<file path="src/rtl/lcd_sync_tracker.sv">
// ============================================================================
// Module   : lcd_sync_tracker
// Purpose  : Classifies LCD composite-sync edges into line/frame starts,
//            verifies lines per frame, and publishes pixel coordinates + DE.
// Revision : 1.0 - initial release
// ============================================================================
`default_nettype none

module lcd_sync_tracker #(
   parameter int P_CW          = 19,
   parameter int P_FRAME_GAP   = 1000,
   parameter int P_TIMEOUT     = 100000,
   parameter int P_LINES       = 480,
   parameter int P_HACTIVE     = 640,
   parameter int P_LOCK_FRAMES = 2
) (
   input  logic       iw_clk,
   input  logic       iw_reset,
   input  logic       iw_sync,
   output logic       ow_frame_start,
   output logic       ow_line_start,
   output logic       ow_de,
   output logic [9:0] ow_x,
   output logic [9:0] ow_y,
   output logic       ow_locked,
   output logic [9:0] ow_lines_last
);

   localparam int GW      = (P_LOCK_FRAMES < 2) ? 1 : $clog2(P_LOCK_FRAMES + 1);
   localparam int HLAST_I = P_HACTIVE - 1;

   localparam logic [P_CW-1:0] C_FRAME_GAP = P_FRAME_GAP[P_CW-1:0];
   localparam logic [P_CW-1:0] C_TIMEOUT   = P_TIMEOUT[P_CW-1:0];
   localparam logic [P_CW-1:0] C_GAP_MAX   = '1;
   localparam logic [9:0]      C_LINES     = P_LINES[9:0];
   localparam logic [9:0]      C_HLAST     = HLAST_I[9:0];
   localparam logic [9:0]      C_SAT10     = 10'h3FF;
   localparam logic [GW-1:0]   C_LOCK      = P_LOCK_FRAMES[GW-1:0];

   typedef enum logic [1:0] {
      S_SEARCH = 2'd0,
      S_VERIFY = 2'd1,
      S_LOCKED = 2'd2
   } state_t;

   logic            sync1_q, sync2_q, dly_q;
   logic [P_CW-1:0] gap_q, gap_d;
   state_t          state_q, state_d;
   logic [GW-1:0]   good_q, good_d, w_good_inc;
   logic            run_q, run_d;
   logic [9:0]      x_q, x_d;
   logic [9:0]      y_q, y_d;
   logic [9:0]      lines_q, lines_d;
   logic            fs_q, ls_q, de_q, locked_q;
   logic            w_edge, w_frame, w_timeout;
   logic [9:0]      w_lines;

   assign w_edge     = sync2_q & ~dly_q;
   assign w_frame    = w_edge && (gap_q > C_FRAME_GAP);
   assign w_timeout  = (gap_q == C_TIMEOUT);
   assign w_lines    = (y_q == C_SAT10) ? y_q : y_q + 10'd1;
   assign w_good_inc = good_q + GW'(1);

   always_comb begin
      gap_d   = gap_q;
      y_d     = y_q;
      lines_d = lines_q;
      x_d     = x_q;
      run_d   = run_q;
      state_d = state_q;
      good_d  = good_q;

      if (w_edge) begin
         gap_d = '0;
      end else if (gap_q != C_GAP_MAX) begin
         gap_d = gap_q + P_CW'(1);
      end

      if (w_frame) begin
         y_d     = 10'd0;
         lines_d = w_lines;
      end else if (w_edge) begin
         y_d = w_lines;
      end

      // Any edge restarts the active run, even one arriving mid-line.
      if (w_edge) begin
         x_d   = 10'd0;
         run_d = 1'b1;
      end else if (run_q) begin
         if (x_q == C_HLAST) begin
            run_d = 1'b0;
         end else begin
            x_d = x_q + 10'd1;
         end
      end

      if (w_timeout) begin
         state_d = S_SEARCH;
         good_d  = '0;
      end else if (w_frame) begin
         case (state_q)
            S_SEARCH: begin
               state_d = S_VERIFY;
               good_d  = '0;
            end
            S_VERIFY: begin
               if (w_lines == C_LINES) begin
                  if (w_good_inc == C_LOCK) begin
                     state_d = S_LOCKED;
                     good_d  = '0;
                  end else begin
                     good_d = w_good_inc;
                  end
               end else begin
                  good_d = '0;
               end
            end
            S_LOCKED: begin
               if (w_lines != C_LINES) begin
                  state_d = S_VERIFY;
                  good_d  = '0;
               end
            end
            default: begin
               state_d = S_SEARCH;
               good_d  = '0;
            end
         endcase
      end
   end

   always_ff @(posedge iw_clk) begin
      if (iw_reset) begin
         sync1_q  <= 1'b0;
         sync2_q  <= 1'b0;
         dly_q    <= 1'b0;
         gap_q    <= '0;
         state_q  <= S_SEARCH;
         good_q   <= '0;
         run_q    <= 1'b0;
         x_q      <= 10'd0;
         y_q      <= 10'd0;
         lines_q  <= 10'd0;
         fs_q     <= 1'b0;
         ls_q     <= 1'b0;
         de_q     <= 1'b0;
         locked_q <= 1'b0;
      end else begin
         sync1_q  <= iw_sync;
         sync2_q  <= sync1_q;
         dly_q    <= sync2_q;
         gap_q    <= gap_d;
         state_q  <= state_d;
         good_q   <= good_d;
         run_q    <= run_d;
         x_q      <= x_d;
         y_q      <= y_d;
         lines_q  <= lines_d;
         fs_q     <= w_frame;
         ls_q     <= w_edge;
         de_q     <= run_d && (state_d == S_LOCKED);
         locked_q <= (state_d == S_LOCKED);
      end
   end

   assign ow_frame_start = fs_q;
   assign ow_line_start  = ls_q;
   assign ow_de          = de_q;
   assign ow_x           = x_q;
   assign ow_y           = y_q;
   assign ow_locked      = locked_q;
   assign ow_lines_last  = lines_q;

endmodule

`default_nettype wire

</file>
<file path="config.mk">
export PLATFORM = sky130hd
export DESIGN_NAME = lcd_sync_tracker
export DESIGN_NICKNAME = d
export VERILOG_FILES = /design/src/rtl/lcd_sync_tracker.sv
export SDC_FILE = /design/constraint.sdc
export NUM_CORES = 1
export LEC_CHECK = 0
export ABC_AREA = 1
export ABC_CLOCK_PERIOD_IN_PS = 2050
export CAP_MARGIN = 20
export CORE_ASPECT_RATIO = 1.25
export CORE_UTILIZATION = 58
export CTS_BUF_LIST = sky130_fd_sc_hd__clkbuf_4 sky130_fd_sc_hd__clkbuf_8
export CTS_CLUSTER_DIAMETER = 80
export CTS_CLUSTER_SIZE = 40
export DETAILED_ROUTE_END_ITERATION = 16
export GPL_ROUTABILITY_DRIVEN = 0
export MAX_ROUTING_LAYER = met4
export PLACE_DENSITY_LB_ADDON = 0.1
export SLEW_MARGIN = 5
export SYNTH_ARGS = -nofsm -noshare
export SYNTH_HDL_FRONTEND = slang
export SYNTH_SLANG_ARGS = --single-unit
</file>
<file path="constraint.sdc">
create_clock -name iw_clk -period 2.05 [get_ports iw_clk]
set_input_delay 0.41 -clock iw_clk [delete_from_list [all_inputs] [get_ports iw_clk]]
set_output_delay 0.41 -clock iw_clk [all_outputs]
set_load 0.03 [all_outputs]
</file>
# == Word level (Yosys, flattened, before mapping) ==
# Cells that the tools add are included.
# word_totals
output_inout_bits,34
input_bits,3
register_bits,61
word_cells,55
# op_classes
addsub,4
n_reduce_logical,8
n_bitwise,3
eq_ne,11
magnitude_cmp,1
muxes,14
# ops
operator,n
$add 10x1->10 const B,2
$eq 10x10->1 const B,2
$add 19x1->19 const B,1
$eq 19x17->1 const B,1
$gt 19x10->1 const B,1
$ne 19x19->1 const B,1
$mux 2,8
$eq 10x9->1 const B,1
$mux 10,1
$ne 10x9->1 const B,1
$eq 2x2->1 const B,3
$pmux 2 s3,1
$reduce_or 2->1,3
$pmux 2 s2,1
$reduce_and 2->1,2
$mux 1,3
$add 2x1->2 const B,1
$eq 2x1->1 const B,1
$logic_and 1x1->1,2
$logic_not 2->1,1
$ne 2x2->1 const B,1
$not 1->1,2
$and 1x1->1,1

# == Depth between registers and ports, before layout ==
# depth
depth_word,9
ltp_mapped,14
mapped_depth_nobuf,14

# == Worst setup path before layout ==
# No wires, ideal clock.
# synth_path
path_kind,flip-flop to flip-flop
startpoint,register y_q[1] (netlist: ow_y[1])
endpoint,register locked_q (netlist: ow_locked)
path_slack_ns,0.045
stages_incl_launch_ff,12
setup_time_ns,0.062
arrival_time_ns,1.943
t_required_ns,1.988
n_path_buf,0
synth_period_minus_slack_ns,2.005
path_cell_list,dfxtp_1 > ha_1 > nand2_4 > nor2_8 > nand3_4 > o21ai_4 > nand3_2 > nor2_2 > nand4_1 > nand2_1 > nand3_2 > nor2_2
# synth_between
elab_chain_cells,8
elab_cells_between_ends,11
classes_between,add/sub: 1; eq/ne: 4; mux: 6
# synth_rtl
item,line_no,source
from (decl),52,"logic [9:0] y_q, y_d;"
from (signal assigned),158,y_q <= y_d;
$add 10x1->10 / $eq 10x10->1 (equally long branches),61,assign w_lines = (y_q == C_SAT10) ? y_q : y_q + 10'd1;
$mux 10 (*),61,
$ne 10x9->1 / $eq 10x9->1 (equally long branches),"120, 108",
"$mux 2, on equally long branches","120, 108",
$pmux 2 s3 (*),102,case (state_q)
$mux 2 (*),101,end else if (w_frame) begin
$mux 2 (*),98,if (w_timeout) begin
$eq 2x2->1 (*),163,locked_q <= (state_d == S_LOCKED);
to (signal assigned),163,
to (decl),54,"logic fs_q, ls_q, de_q, locked_q;"
# Mark *: on every way between the ends. The rest lies on a longest branch, timed or not.
# A chain may end at the register's enable or synchronous reset.

# == Final worst setup path ==
# layout_path
startpoint,register y_q[2] (netlist: ow_y[2])
endpoint,output ow_y[2]
# layout_lines
item,line_no,source
to (decl),24,"output logic [9:0] ow_y,"
# No word-level cell between the ends.

==> insert_results.sql <==
INSERT INTO impl_metrics (metric_group, metric, value, unit) VALUES
('floorplanning', 'fp.coreArea', '5120', 'µm²'),
('worst_setup_path', 'cp_cell_sequence', 'clkdlybuf4s50_1', ''),
('floorplanning', 'ioPinCount', '37', ''),
('worst_setup_path', 'max_stage_delay', '0.73', 'ns'),
('worst_setup_path', 'critical_path_arrival', '1.55', 'ns'),
('run_status', 'outcome', 'finished clean', ''),
('power_and_ir_drop', 'power', '2.40', 'mW'),
('synth', 'postSynth.topFlopCell', 'sky130_fd_sc_hd__dfxtp_1', ''),
('synth', 'synth.lib_cells_used.distinct', '38', ''),
('floorplanning', 'die_y', '83.7', 'µm'),
('finish', 'most-common-layout-cells', '85 x sky130_fd_sc_hd__nand2_1, 62 x sky130_fd_sc_hd__inv_1, 59 x sky130_fd_sc_hd__dfxtp_1, 58 x sky130_fd_sc_hd__nor2_1, 36 x sky130_fd_sc_hd__clkdlybuf4s50_1', ''),
('detailed_routing', 'drtAntennaViolNets', '0', ''),
('timing', 'clock-skew-final', '0.0101', 'ns'),
('timing', 'timing.final.max_slew_violations', '0', ''),
('hold_path', 'worst_hold_startpoint', 'sync1_q$_SDFF_PP0_', ''),
('power_and_ir_drop', 'clkPwrFrac', '44.5', '%'),
('power_and_ir_drop', 'switchingPower', '0.559', 'mW'),
('finish', 'drive_gt1_share', '13.1', '%'),
('synth', 'post_syn_area', '3100', 'µm²'),
('timing', 'finalSetupViolCount', '0', ''),
('hold_path', 'hold_path_class', 'reg -> reg', ''),
('grt', 'pin_count_of_the_biggest_net_entering_global_routing', '13', ''),
('finish', 'final_cell_area', '3830', 'µm²'),
('finish', 'areaGrowthSynthToFinish', '23.7', '%'),
('floorplanning', 'floorplan.initialDensity', '60.5', '%'),
('finish', 'most_frequent_standard_cell_in_the_layout_excluding_fill_and_tap_cells', 'sky130_fd_sc_hd__nand2_1', ''),
('clock_network', 'cts_max_path_buffers', '2', ''),
('detailed_routing', 'drc_errors', '0', ''),
('timing', 'max_freq', '510', 'MHz'),
('grt', 'grt.total_usage', '29.8', '%'),
('clock_network', 'cts_tree', 'done', ''),
('detailed_routing', 'post_drt_via_cell_ratio', '5.36', ''),
('clock_network', 'cts_clock_pin_slew_for_the_worst_setup_and_hold_paths', '0.06', 'ns'),
('detailed_routing', 'detailroute.via_count', '3004', ''),
('placed_design', 'placement.cell_area', '3600', 'µm²'),
('finish', 'seqCellArea', '1220', 'µm²'),
('synth', 'synth.net_count', '447', ''),
('timing', 'relative_slew_slack', '65.7', '%'),
('power_and_ir_drop', 'power.internal', '1.84', 'mW'),
('worst_setup_path', 'worstRegToRegCells', '13', ''),
('grt', 'first_global_vias', '2813', ''),
('hold_path', 'worstHoldPathCells', '2', ''),
('finish', 'footprint_of_the_multi_input_gates', '1630', 'µm²'),
('floorplanning', 'die-area', '5640', 'µm²'),
('worst_setup_path', 'path_max_fanout', '5', ''),
('timing', 'rsz0062_at_grt', 'yes', ''),
('power_and_ir_drop', 'irDropWorstVdd', '0.477', 'mV'),
('worst_setup_path', 'type_of_origin_of_the_critical_path', 'register', ''),
('hold_path', 'whs_endpoint', 'sync2_q$_SDFF_PP0_', ''),
('placed_design', 'dp_worst_setup_slack', '0.0816', 'ns'),
('power_and_ir_drop', 'swShare', '23.3', '%'),
('clock_network', 'htree_levels', '3', ''),
('worst_setup_path', 'reg2reg_setup_slack', '0.20', 'ns'),
('placed_design', 'detailedPlacementHpwl', '5.35', 'mm'),
('synth', 'post_synth_inst_count', '440', ''),
('worst_setup_path', 'crit-reg2reg-capture', 'ow_locked$_SDFF_PP0_', ''),
('run', 'drv_cap', '0', ''),
('timing', 'timing.final.crit_period', '1.96', 'ns'),
('worst_setup_path', 'critical-path-slowest-cell', 'sky130_fd_sc_hd__clkdlybuf4s50_1', ''),
('power_and_ir_drop', 'comb_power_share', '5.1', '%'),
('worst_setup_path', 'critical_path.top_delay_family', 'buffers and inverters', ''),
('timing', 'final.setup.tns', '0', 'ns'),
('worst_setup_path', 'cp.required', '1.64', 'ns'),
('timing', 'transition_time_at_the_pin_with_the_least_slew_margin', '0.510', 'ns'),
('synth', 'yosysWarningCount', '0', ''),
('synth', 'synth_edf_count', '0', ''),
('timing', 'final.setup.worst_slack', '0.0884', 'ns'),
('synth', 'synth-seq-cells', '61', ''),
('power_and_ir_drop', 'power.leakage', '1.54', 'nW'),
('clock_network', 'cts_setup_buffers', '0', ''),
('synth', 'asyncSetResetFlopFracSynth', '0', '%');
-- flip-flops by register name, summed over array words and instances (netlist names) --
signal	cells
run_q	1
good_q	2
ow_lines_last	10
ow_line_start	1
ow_x	10
sync2_q	1
ow_y	10
state_q	2
ow_de	1
gap_q	19
ow_frame_start	1
sync1_q	1
ow_locked	1
dly_q	1
-- per-stage QoR --
| step | utilization (%) | hold WS (ns) | std cells |
|---|---|---|---|
| floorplan | - | 0.388 | 440 |
| global placement | 70.5 | 0.390 | 545 |
| detailed placement | 70.5 | 0.410 | 545 |
| CTS | 74.2 | 0.421 | 560 |
| global route | 74.9 | 0.423 | 560 |
| finish | 74.9 | 0.419 | 560 |
-- cell type report --
type,instances,area share (%)
inverter,67,6.57
sequential,61,32.0
timing repair buffer,49,12.0
multi-input combinational,306,42.4
tap,62,2.03
clock inverter,4,1.27
clock buffer,11,3.79
-- per-layer routing --
metal  wire length (µm)  GRT usage (%)
met5                  0              -
met4                171           16.1
met3                320           4.23
met2               3770           50.1
met1               3000           32.9
-- timing repair --
item,4_1_cts,5_1_grt
resized for setup,0,11
hold endpoints to repair,0,0
setup endpoints to repair,0,24
-- cells by family (layout without fill, tap and decap cells) --
group | count (synthesis) | after routing | share of synthesized area, %
flip-flops | 61 | 61 | 39.4
buffers and inverters | 73 | 131 | 9.01
AND/OR/NAND/NOR | 227 | 227 | 34.7
AO/OA/AOI/OAI | 60 | 60 | 11.0
XOR/XNOR | 15 | 15 | 4.24
adder cells (fa/ha/maj) | 4 | 4 | 1.62
-- cell usage after synthesis (2+ instances only) --
cell type / number / area share, %
sky130_fd_sc_hd__a21oi_1: 30 / 4.8
sky130_fd_sc_hd__a31oi_1: 3 / 0.61
sky130_fd_sc_hd__clkbuf_1: 4 / 0.48
sky130_fd_sc_hd__dfxtp_1: 61 / 39
sky130_fd_sc_hd__ha_1: 4 / 1.6
sky130_fd_sc_hd__inv_1: 62 / 7.5
sky130_fd_sc_hd__inv_2: 5 / 0.61
sky130_fd_sc_hd__nand2_1: 88 / 11
sky130_fd_sc_hd__nand2_2: 2 / 0.40
sky130_fd_sc_hd__nand3_1: 28 / 4.5
sky130_fd_sc_hd__nand3_2: 4 / 1.3
sky130_fd_sc_hd__nand4_1: 9 / 1.8
sky130_fd_sc_hd__nor2_1: 60 / 7.3
sky130_fd_sc_hd__nor2_2: 5 / 1.0
sky130_fd_sc_hd__nor2_4: 2 / 0.73
sky130_fd_sc_hd__nor3_1: 14 / 2.3
sky130_fd_sc_hd__nor3b_1: 2 / 0.48
sky130_fd_sc_hd__nor4_1: 5 / 1.0
sky130_fd_sc_hd__o21ai_0: 18 / 2.9
sky130_fd_sc_hd__o21ai_1: 2 / 0.32
sky130_fd_sc_hd__or2_2: 2 / 0.40
sky130_fd_sc_hd__xnor2_1: 3 / 0.85
sky130_fd_sc_hd__xor2_1: 12 / 3.4
-- power groups by stage --
stage | logic (mW) | registers [mW] | clock network, mW
floorplan | 0.0675 | 1.24 | 0
global placement | 0.117 | 1.24 | 0
detailed placement | 0.118 | 1.24 | 0
CTS | 0.120 | 1.21 | 1.08
global route | 0.135 | 1.21 | 1.12
finish | 0.121 | 1.21 | 1.07
-- worst max-delay path by stage --
stage / from / endpoint / slack (ns) / cells after the start
finish: ow_y[2]$_SDFFE_PP0P_ / ow_y[2] / 0.09 / 1
global route: gap_q[1]$_SDFFE_PP0P_ / ow_y[0]$_SDFFE_PP0P_ / -0.006 / 10
CTS: ow_y[0]$_SDFFE_PP0P_ / ow_locked$_SDFF_PP0_ / 0.07 / 11
detailed placement: ow_y[0]$_SDFFE_PP0P_ / ow_locked$_SDFF_PP0_ / 0.08 / 11
global placement: ow_y[0]$_SDFFE_PP0P_ / ow_de$_SDFF_PP0_ / 0.12 / 11
floorplan: ow_y[1]$_SDFFE_PP0P_ / ow_locked$_SDFF_PP0_ / 0.05 / 11
Power figures use the tool's default switching activity.
==> RTL edit (same flow settings) <==
`x_q` and `y_q` no longer have a reset.
--- a/src/rtl/lcd_sync_tracker.sv
+++ b/src/rtl/lcd_sync_tracker.sv
@@ -139,8 +139,6 @@
          state_q  <= S_SEARCH;
          good_q   <= '0;
          run_q    <= 1'b0;
-         x_q      <= 10'd0;
-         y_q      <= 10'd0;
          lines_q  <= 10'd0;
          fs_q     <= 1'b0;
          ls_q     <= 1'b0;
@@ -154,14 +152,17 @@
          state_q  <= state_d;
          good_q   <= good_d;
          run_q    <= run_d;
-         x_q      <= x_d;
-         y_q      <= y_d;
          lines_q  <= lines_d;
          fs_q     <= w_frame;
          ls_q     <= w_edge;
          de_q     <= run_d && (state_d == S_LOCKED);
          locked_q <= (state_d == S_LOCKED);
       end
+   end
+
+   always_ff @(posedge iw_clk) begin
+      x_q <= x_d;
+      y_q <= y_d;
    end
 
    assign ow_frame_start = fs_q;
Formal check against the unedited RTL: differs if iw_reset is asserted again (counterexample within 4 cycles, from zero or initial values and one cycle with iw_reset high); with iw_reset held inactive, the same outputs for 10 cycles.
==> RTL edit against the unedited design <==
Die area fell by 4.8%. Critical path depth stayed put. Worst setup slack worse by 0.0024 ns. Sequential cell count stayed put. Synthesized area is 5.0% lower. Sequential share of layout area grew 1.6 points. Maximum frequency shrank 0.12%. Final area down 5.0%. Synthesized cell count is 5.9% lower. Core utilization is 0.97 points higher. Wire length shrank 4.7%. Critical endpoint unchanged.
Power is not compared: it rests on default switching activity, and its combinational part moved more than twofold at a synthesized area within 25%.
==> RTL edit: results (changes against the unedited design) <==
* Status: finished clean (unchanged)
* Vias in the first global route at 2635 (was 2813)
* Iter 0 DRT Violations at 183 (was 252)
* Worst-Margin Slew at 0.451 ns (was 0.510 ns)
* Placed Area at 3420 µm² (was 3600 µm²)
* Reg2Reg Setup Slack at 0.14 ns (was 0.20 ns)
* Dpl hpwl at 4.98 mm (was 5.35 mm)
* Number of vias per cell at 5.41 (was 5.36)
* Sequential-to-total area share from yosys stat at 41.5% (was 39.4%)
* Yosys cell types at 36 (was 38)
* Instance count of the mapped netlist at 414 (was 440)
* Placed Cells at 513 (was 545)
* Final #Nets at 476 (was 501)
* Final wirelength at 6.92 mm (was 7.26 mm)
* CP Max Fanout at 7 (was 5)
* GRT Overall Usage at 28.4% (was 29.8%)
* First-pass DRT Iterations at 4 (was 5)
* Place WS at 0.0955 ns (was 0.0816 ns)
* First-pass GRT wire length at 11.3 mm (was 12.5 mm)
* Final cell count without fillers at 531 (was 560)
* Crit share post-route at 95.8% (was 95.7%)
* Synth cell count leaders: 71 x nand2_1, 65 x inv_1, 61 x dfxtp_1 (was 88 x nand2_1, 62 x inv_1, 61 x dfxtp_1)
* Number of fill cells at 382 (was 392)
* Synth area leaders: dfxtp_1 41%, nand2_1 9.1%, inv_1 8.3%, nor2_1 7.3%, nand3_1 5.3% (was dfxtp_1 39%, nand2_1 11%, inv_1 7.5%, nor2_1 7.3%, a21oi_1 4.8%)
* Ratio of cells with drive above 1 in the final layout at 10.8% (was 13.1%)
* Skew final at 0.00536 ns (was 0.0101 ns)
RTL edit: kinds of logic after synthesis:
| group | Yosys count | synth area share, % |
|---|---|---|
| buffers and inverters | 74 | 9.52 |
| adder cells (fa/ha/maj) | 4 | 1.70 |
| XOR/XNOR | 14 | 4.17 |
| AO/OA/AOI/OAI | 67 | 13.1 |
| flip-flops | 61 | 41.5 |
| AND/OR/NAND/NOR | 194 | 30.1 |
RTL edit: cell type report:
| class | count | area (µm²) | area share, % |
|---|---|---|---|
| multi-input combinational | 279 | 1470 | 40.3 |
| sequential | 61 | 1220 | 33.6 |
| timing repair buffer | 50 | 463 | 12.7 |
| inverter | 68 | 259 | 7.12 |
| clock buffer | 10 | 138 | 3.78 |
| tap | 60 | 75.1 | 2.06 |
| clock inverter | 3 | 15.0 | 0.413 |
RTL edit: per-layer routing:
layer  GRT usage, %  vias up  wire length [µm]
met3           6.94       19               263
met1           32.4     1323              3090
met5              -        -                 0
li1               -     1453                 -
met4           13.3        0               189
met2           46.5       78              3380
